<file path="config.mk">
export PLATFORM = sky130hd
export DESIGN_NAME = fir_tap_mac
export DESIGN_NICKNAME = d
export VERILOG_FILES = /design/src/rtl/fir_tap_mac.sv
export SDC_FILE = /design/constraint.sdc
export NUM_CORES = 2
export LEC_CHECK = 0
export ABC_AREA = 1
export CAP_MARGIN = 20
export CELL_PAD_IN_SITES_DETAIL_PLACEMENT = 2
export CELL_PAD_IN_SITES_GLOBAL_PLACEMENT = 2
export CORE_MARGIN = 2
export CORE_UTILIZATION = 40
export CTS_CLUSTER_DIAMETER = 100
export DETAILED_ROUTE_END_ITERATION = 10
export PLACE_DENSITY_LB_ADDON = 0.1
export SKIP_LAST_GASP = 1
export SLEW_MARGIN = 20
export SYNTH_ARGS = -nofsm -noshare
export SYNTH_HDL_FRONTEND = slang
export SYNTH_SLANG_ARGS = --single-unit
export TNS_END_PERCENT = 20
</file>
<file path="constraint.sdc">
create_clock -name clk -period 14.1 [get_ports clk]
set_clock_uncertainty 0.2 [all_clocks]
set_input_delay 2.82 -clock clk [delete_from_list [all_inputs] [get_ports clk]]
set_output_delay 2.82 -clock clk [all_outputs]
set_load 0.005 [all_outputs]
</file>
<file path="src/rtl/fir_tap_mac.sv">
// fir_tap_mac: time-multiplexed N-tap FIR section, one multiplier.
// Accept -> NTAPS MAC cycles -> round/saturate -> one-cycle valid pulse.
module fir_tap_mac #(
  parameter int WIDTH  = 16,
  parameter int COEF_W = 16,
  parameter int NTAPS  = 8,
  parameter int ACC_W  = 40,
  parameter int SHIFT  = 15
) (
  input  logic              clk,
  input  logic              rst,
  input  logic [WIDTH-1:0]  din,
  input  logic              din_valid,
  output logic              din_ready,
  input  logic              coef_wr,
  input  logic [3:0]        coef_addr,
  input  logic [COEF_W-1:0] coef_data,
  output logic [WIDTH-1:0]  dout,
  output logic              dout_valid
);

  localparam int IW = (NTAPS > 1) ? $clog2(NTAPS) : 1;
  localparam int PW = WIDTH + COEF_W;

  localparam logic signed [ACC_W:0] HALF =
    (ACC_W+1)'(1) << (SHIFT - 1);

  typedef enum logic [1:0] {
    S_IDLE,
    S_MAC,
    S_OUT
  } state_t;

  state_t state_q, state_d;

  logic [IW-1:0]     idx_q, idx_d;
  logic [ACC_W-1:0]  acc_q, acc_d;
  logic [WIDTH-1:0]  dout_q, dout_d;
  logic              dv_q, dv_d;

  logic [WIDTH-1:0]  tap_q    [NTAPS];
  logic [WIDTH-1:0]  tap_d    [NTAPS];
  logic [COEF_W-1:0] shadow_q [NTAPS];
  logic [COEF_W-1:0] shadow_d [NTAPS];
  logic [COEF_W-1:0] act_q    [NTAPS];
  logic [COEF_W-1:0] act_d    [NTAPS];

  logic signed [PW-1:0]  prod;
  logic [ACC_W-1:0]      prod_ext;
  logic signed [ACC_W:0] rsum;
  logic signed [ACC_W:0] rsh;
  logic                  ovf;
  logic [WIDTH-1:0]      sat;
  logic                  addr_ok;

  assign din_ready  = (state_q == S_IDLE) && !rst;
  assign dout       = dout_q;
  assign dout_valid = dv_q;

  // Single multiplier: current tap times its snapshotted coefficient.
  always_comb begin
    prod = $signed(tap_q[idx_q]) * $signed(act_q[idx_q]);
    prod_ext = {{(ACC_W-PW){prod[PW-1]}}, prod};
  end

  // Round half toward +inf, arithmetic shift, clamp to output range.
  always_comb begin
    rsum = $signed({acc_q[ACC_W-1], acc_q}) + HALF;
    rsh  = rsum >>> SHIFT;
    ovf  = !((&rsh[ACC_W:WIDTH-1]) || !(|rsh[ACC_W:WIDTH-1]));
    if (ovf) begin
      sat = rsh[ACC_W] ? {1'b1, {(WIDTH-1){1'b0}}}
                       : {1'b0, {(WIDTH-1){1'b1}}};
    end else begin
      sat = rsh[WIDTH-1:0];
    end
  end

  assign addr_ok = ({1'b0, coef_addr} < 5'(NTAPS));

  // Next-state: FSM sequencing, tap shift, snapshot, MAC and output.
  always_comb begin
    state_d  = state_q;
    idx_d    = idx_q;
    acc_d    = acc_q;
    dout_d   = dout_q;
    dv_d     = 1'b0;
    tap_d    = tap_q;
    act_d    = act_q;
    shadow_d = shadow_q;

    if (coef_wr && addr_ok) begin
      shadow_d[coef_addr[IW-1:0]] = coef_data;
    end

    unique case (state_q)
      S_IDLE: begin
        if (din_valid) begin
          tap_d[0] = din;
          for (int k = 1; k < NTAPS; k++) begin
            tap_d[k] = tap_q[k-1];
          end
          act_d   = shadow_q;
          acc_d   = '0;
          idx_d   = '0;
          state_d = S_MAC;
        end
      end
      S_MAC: begin
        acc_d = acc_q + prod_ext;
        idx_d = idx_q + 1'b1;
        if (idx_q == IW'(NTAPS - 1)) begin
          state_d = S_OUT;
        end
      end
      S_OUT: begin
        dout_d  = sat;
        dv_d    = 1'b1;
        state_d = S_IDLE;
      end
      default: begin
        state_d = S_IDLE;
      end
    endcase
  end

  // State registers with synchronous reset clearing all history.
  always_ff @(posedge clk) begin
    if (rst) begin
      state_q <= S_IDLE;
      idx_q   <= '0;
      acc_q   <= '0;
      dout_q  <= '0;
      dv_q    <= 1'b0;
      for (int k = 0; k < NTAPS; k++) begin
        tap_q[k]    <= '0;
        shadow_q[k] <= '0;
        act_q[k]    <= '0;
      end
    end else begin
      state_q <= state_d;
      idx_q   <= idx_d;
      acc_q   <= acc_d;
      dout_q  <= dout_d;
      dv_q    <= dv_d;
      for (int k = 0; k < NTAPS; k++) begin
        tap_q[k]    <= tap_d[k];
        shadow_q[k] <= shadow_d[k];
        act_q[k]    <= act_d[k];
      end
    end
  end

endmodule

</file>
# After elaboration in Yosys (flattened, before gate mapping)
# Cells that the tools add are included.
[word_totals] regBits=446 latch_bits=0 ramBits=0 rom_bits=0 inputBits=40 output_inout_bits=18 wordCells=76 n_memories=0
[op_classes] add_sub_neg=3 mul=1 div=0 n_lt_le_gt_ge=4 n_eq_ne=5 n_shift=0 mux=19 n_bitwise=2 n_reduce_logical=13
[ops] op="bitwise mux 128 bit" n=1
[ops] op="2-to-1 mux 16 bit" n=7
[ops] op="binary-select mux 16 bit (select 3 bit)" n=2
[ops] op="case mux 40 bit (2 select lines)" n=1
[ops] op="demux 16 bit (select 3 bit)" n=1
[ops] op="adder 40 x 16 -> 41 bit, second input constant" n=1
[ops] op="adder 40 bit" n=1
[ops] op="2-to-1 mux 40 bit" n=1
[ops] op="multiplier 16 x 16 -> 32 bit" n=1
[ops] op="AND reduction 11 bit" n=1
[ops] op="OR reduction 11 bit" n=1
[ops] op=">= comparator 4 bit, second input constant" n=2
[ops] op="inverter 3 -> 4 bit" n=2
[ops] op="case mux 3 bit (2 select lines)" n=1
[ops] op="AND reduction 2 bit" n=3
[ops] op="less-than comparator 4 x 1 -> 1 bit, second input constant" n=1
[ops] op="less-than comparator 4 bit, second input constant" n=1
[ops] op="2-to-1 mux 2 bit" n=2
[ops] op="inequality test 2 bit, second input constant" n=2
[ops] op="case mux 2 bit (2 select lines)" n=1
[ops] op="adder 3 x 1 -> 3 bit, second input constant" n=1
[ops] op="equality test 3 bit, second input constant" n=1
[ops] op="logical AND 1 bit" n=3
[ops] op="2-to-1 mux 3 bit" n=1
[ops] op="other kinds (7)" n=8

# Longest topological paths before layout
[logic_depth] ltp_word=7 depth_mapped=49 mapped_depth_nobuf=46

# Least setup slack after synthesis
# Ideal clock, no wire load.
[synth_timing] path_kind="register to register" from="register idx_q[0]" to="register acc_q[37]" setup_time_ns=0.132 arrival_time_ns=7.744 required_time_ns=13.768 slack_ns=6.024 path_stages_with_launch=37 path_buffers=1 synth_period_minus_slack_ns=8.076 cell_sequence="dfxtp_1 inv_1 clkbuf_1 nor2_1 o32ai_1 inv_1 o21ai_2 clkinv_1 nor2_1 inv_1 fa_1 inv_1 fa_1 fa_1 fa_1 fa_1 inv_1 fa_1 inv_1 ha_1 a21oi_1 o21ai_0 a221oi_1 o211ai_1 xor2_1 ha_1 nand2_1 nor2_1 inv_1 nor2_1 inv_1 nor3_1 nand4_1 nand3_1 nand2_1 nand3_1 a21oi_1"
[synth_via] elab_chain_len=7 word_cells_on_any_way=10 classes_between="add/sub (1); mul (1); mux (7); bitwise (1)"
[synth_lines] element="from (decl)" line="36" text="logic [IW-1:0] idx_q, idx_d;"
[synth_lines] element="from (signal assigned)" line="142" text="idx_q <= idx_d;"
[synth_lines] element="inverter 3 -> 4 bit (not written as such) (*)" line="62" text="prod = $signed(tap_q[idx_q]) * $signed(act_q[idx_q]);"
[synth_lines] element="binary-select mux 16 bit (select 3 bit)" line="62"
[synth_lines] element="2-to-1 mux 16 bit (not written as such) (2 in a row)" line="62"
[synth_lines] element="multiplier 16 x 16 -> 32 bit (*)" line="62"
[synth_lines] element="adder 40 bit (*)" line="110" text="acc_d = acc_q + prod_ext;"
[synth_lines] element="case mux 40 bit (2 select lines) (*)" line="96" text="unique case (state_q)"
[synth_lines] element="to (signal assigned)" line="132" text="acc_q <= '0;"
[synth_lines] element="to (signal assigned)" line="143" text="acc_q <= acc_d;"
[synth_lines] element="to (decl)" line="37" text="logic [ACC_W-1:0] acc_q, acc_d;"
# Every way passes the cells marked *; elsewhere a longest branch is shown, timed or not. The select of a mux whose other input is x is not followed.
# A chain may end at the register's enable or synchronous reset.

# Worst setup path in the final report
[layout_timing] from="register idx_q[0]" to="register acc_q[33]"
# The elaborated chain is that of the path after synthesis.

==> flow_summary.toml <==
[synthesis]
synth_edf_count = 0
syn_area_um2 = 31180
synth_top_family_by_area = "simple AND/OR/NAND/NOR gates"
yosysTopAreaCell = "dfxtp_1"
avgSynthCellArea_um2 = 7.089
muxShareOfSynthArea_pct = 0
ys_types = 46
synth_warnings = 0
postSynthCellCount = 4399
synthSimpleGateAreaFrac_pct = 24.63
synthTopCellsByArea = "dfxtp_1 (29%), fa_1 (17%), nor2_1 (15%), o21ai_0 (8.7%), nand2_1 (6.6%)"
synth_top_flop_cell = "dfxtp_1"
synth-seq-cells = 446
synth_compound_area_share_pct = 14.32
netlist.area_leader.share_pct = 28.63
synth-adder-area-share_pct = 21.94
yosysSeqAreaShare_pct = 28.63
syn_nets = 4828
async_flop_share_pct = 0
synth_xor_area_share_pct = 1.152

[timing]
rsz0062_at_grt = "no"
slew_headroom_pct = 26.51
setup_viol = 0
min_period_over_period_pct = 80.21
tightestPinTransition_ps = 1102
hold_viol_final = 0
slew_violations = 0
worst_slack_ps = 2790
fin_crit_ps = 11310
max_freq_ghz = 0.08842
setup_tns_ps = 0

[critical_path]
critPathMaxStageDelay_ps = 770
cp-end-kind = "flop"
critPathLaunchType = "flop"
critPathMaxFanout = 100
crit_arrival_ps = 11600
cpMostUsedCell = "inv_1"
cpMaxStageDelayCell = "fa_1"
crit_type = "reg -> reg"
cp_data_required_time_ps = 14390

[placement]
dpl.cell_count = 5316
dp.final_hpwl_um = 84390
placed_area_um2 = 32510
gp_congestion = 0.9249
pre_cts_ws_ps = 2971
port_buffers = 57

[final_layout]
fin_area_um2 = 34440
fin_cells = 5414
multi_input_area_um2 = 19370
ff_latch_area_um2 = 8936
fin_nets = 4762
fillerInstances = 9138
area.growth.synth_to_final_pct = 10.45
drive_above_1_share_pct = 4.298
antennaDiodeCount = 0

[drt]
first_pass_iters = 5
routedWlPerCell_um = 21.81
drtIter0Drc = 1513
drt-total-wl_um = 118100
vias = 29587
ant_nets = 0
routed_via_density = 5.465
post-route-drc-count = 0

[floorplanning]
ios = 58
core_um2 = 77340
die_x_um = 283.2
die_h_um = 283.2
dieArea_um2 = 80210
fp-row-count = 102
start_util_pct = 40.32

[global_route]
grt_antenna_before_repair = 0
grt_pass1_vias = 32781
grt_pass1_wl_um = 188100
grtUsageTotal_pct = 29.50
grt_overflow = 0
grt_max_degree = 211

[clock_tree]
cts_root_buf = "clkbuf_16"
clock_latency_ps = 650
ctsResizeCount = 0
clk_pin_slew_worst_paths_ps = 60
cts.sinks = 446
cts_setup_buffers = 0
ctsLongestPathBuffers = 3
holdBufCountCts = 0
htreeDepth = 2
cts_tree = "done"
cts_buffers = 55

[hold_path]
hold_class = "reg -> reg"

[run_status]
status = "finished clean"

[job]
maxCapViolCount = 0
[Yosys cell counts, types with 10 or more instances]
library cell	instances
fa_1	263
nand2_1	552
a21oi_2	10
nor3_1	19
nor2_1	1267
o21ai_2	15
xnor2_1	10
o21ai_0	539
inv_1	520
o32ai_1	64
clkbuf_1	152
ha_1	126
nand4_1	14
o21bai_1	14
xor2_1	31
buf_2	29
nand3_1	86
buf_1	17
clkbuf_2	10
dfxtp_1	446
a21oi_1	139
[worst max-delay path: cells and delay by family, from the launching register on]
kind                       cells  cell delay [ps]
and+or+nand+nor               16             2680
buffers and inverters         12             2370
DFF                            1              460
adders and majority gates      8             4470
AOI/OAI and AO/OA              5              870
[state kept, by name, indices dropped and copies added (netlist names)]
register    count
act_q         128
shadow_q      128
tap_q         128
acc_q          40
dout           16
idx_q           3
state_q         2
dout_valid      1
[logic make-up after synthesis]
kind of cell,after synthesis
AOI/OAI and AO/OA,807
buffers and inverters,748
adders and majority gates,389
DFF,446
xor gates and xnor gates,41
and+or+nand+nor,1968
[worst paths after layout]
| kind | start | to | slack, ps | cells past startpoint |
|---|---|---|---|---|
| min | dout[15] | dout[15] | 270 | 2 |
| max reg2reg | idx_q[0] | acc_q[33] | 2790 | 41 |
| max | idx_q[0] | acc_q[33] | 2790 | 41 |
| min reg2reg | dout[15] | dout[15] | 270 | 2 |
[layer usage]
metal / track usage [%] / part of all wire (%) / vias to the layer above
li1: - / - / 13659
met1: 38.64 / 45 / 15187
met2: 50.81 / 48 / 535
met3: 3.366 / 3.7 / 206
met4: 9.246 / 3.3 / 0
met5: 0 / 0 / -
[through the flow]
stage / utilization (%) / hold WS, ps
floorplan: - / 245.3
global placement: 42.00 / 254.4
detailed placement: 42.04 / 259.8
CTS: 44.53 / 271.1
global route: 44.53 / 306.1
finish: 44.53 / 268.2
[cells in the final DEF (no fill, tap or decap), types with 15 or more instances in the layout]
| cell | synthesis | final |
|---|---|---|
| a21oi_1 | 139 | 139 |
| fa_1 | 263 | 263 |
| inv_1 | 520 | 518 |
| xor2_1 | 31 | 31 |
| ha_1 | 126 | 126 |
| clkdlybuf4s50_1 | 0 | 56 |
| nor2_1 | 1267 | 1260 |
| nand2_1 | 552 | 551 |
| dfxtp_1 | 446 | 444 |
| nor3_1 | 19 | 19 |
| clkbuf_16 | 0 | 55 |
| clkbuf_8 | 1 | 17 |
| o32ai_1 | 64 | 64 |
| o21ai_2 | 15 | 15 |
| buf_4 | 5 | 31 |
| o21ai_0 | 539 | 534 |
| nand3_1 | 86 | 86 |
[layout make-up]
class                           count  area share (%)
Tap cell                         1040           3.778
Multi-Input combinational cell   3205           56.25
Inverter                          532           5.849
Clock buffer                       79           4.752
Sequential cell                   446           25.95
Timing Repair Buffer               93           2.587
Clock inverter                     19          0.8428
Power is not shown: default switching activity piles up to over one toggle a cycle in this logic, so the estimate is an artifact.
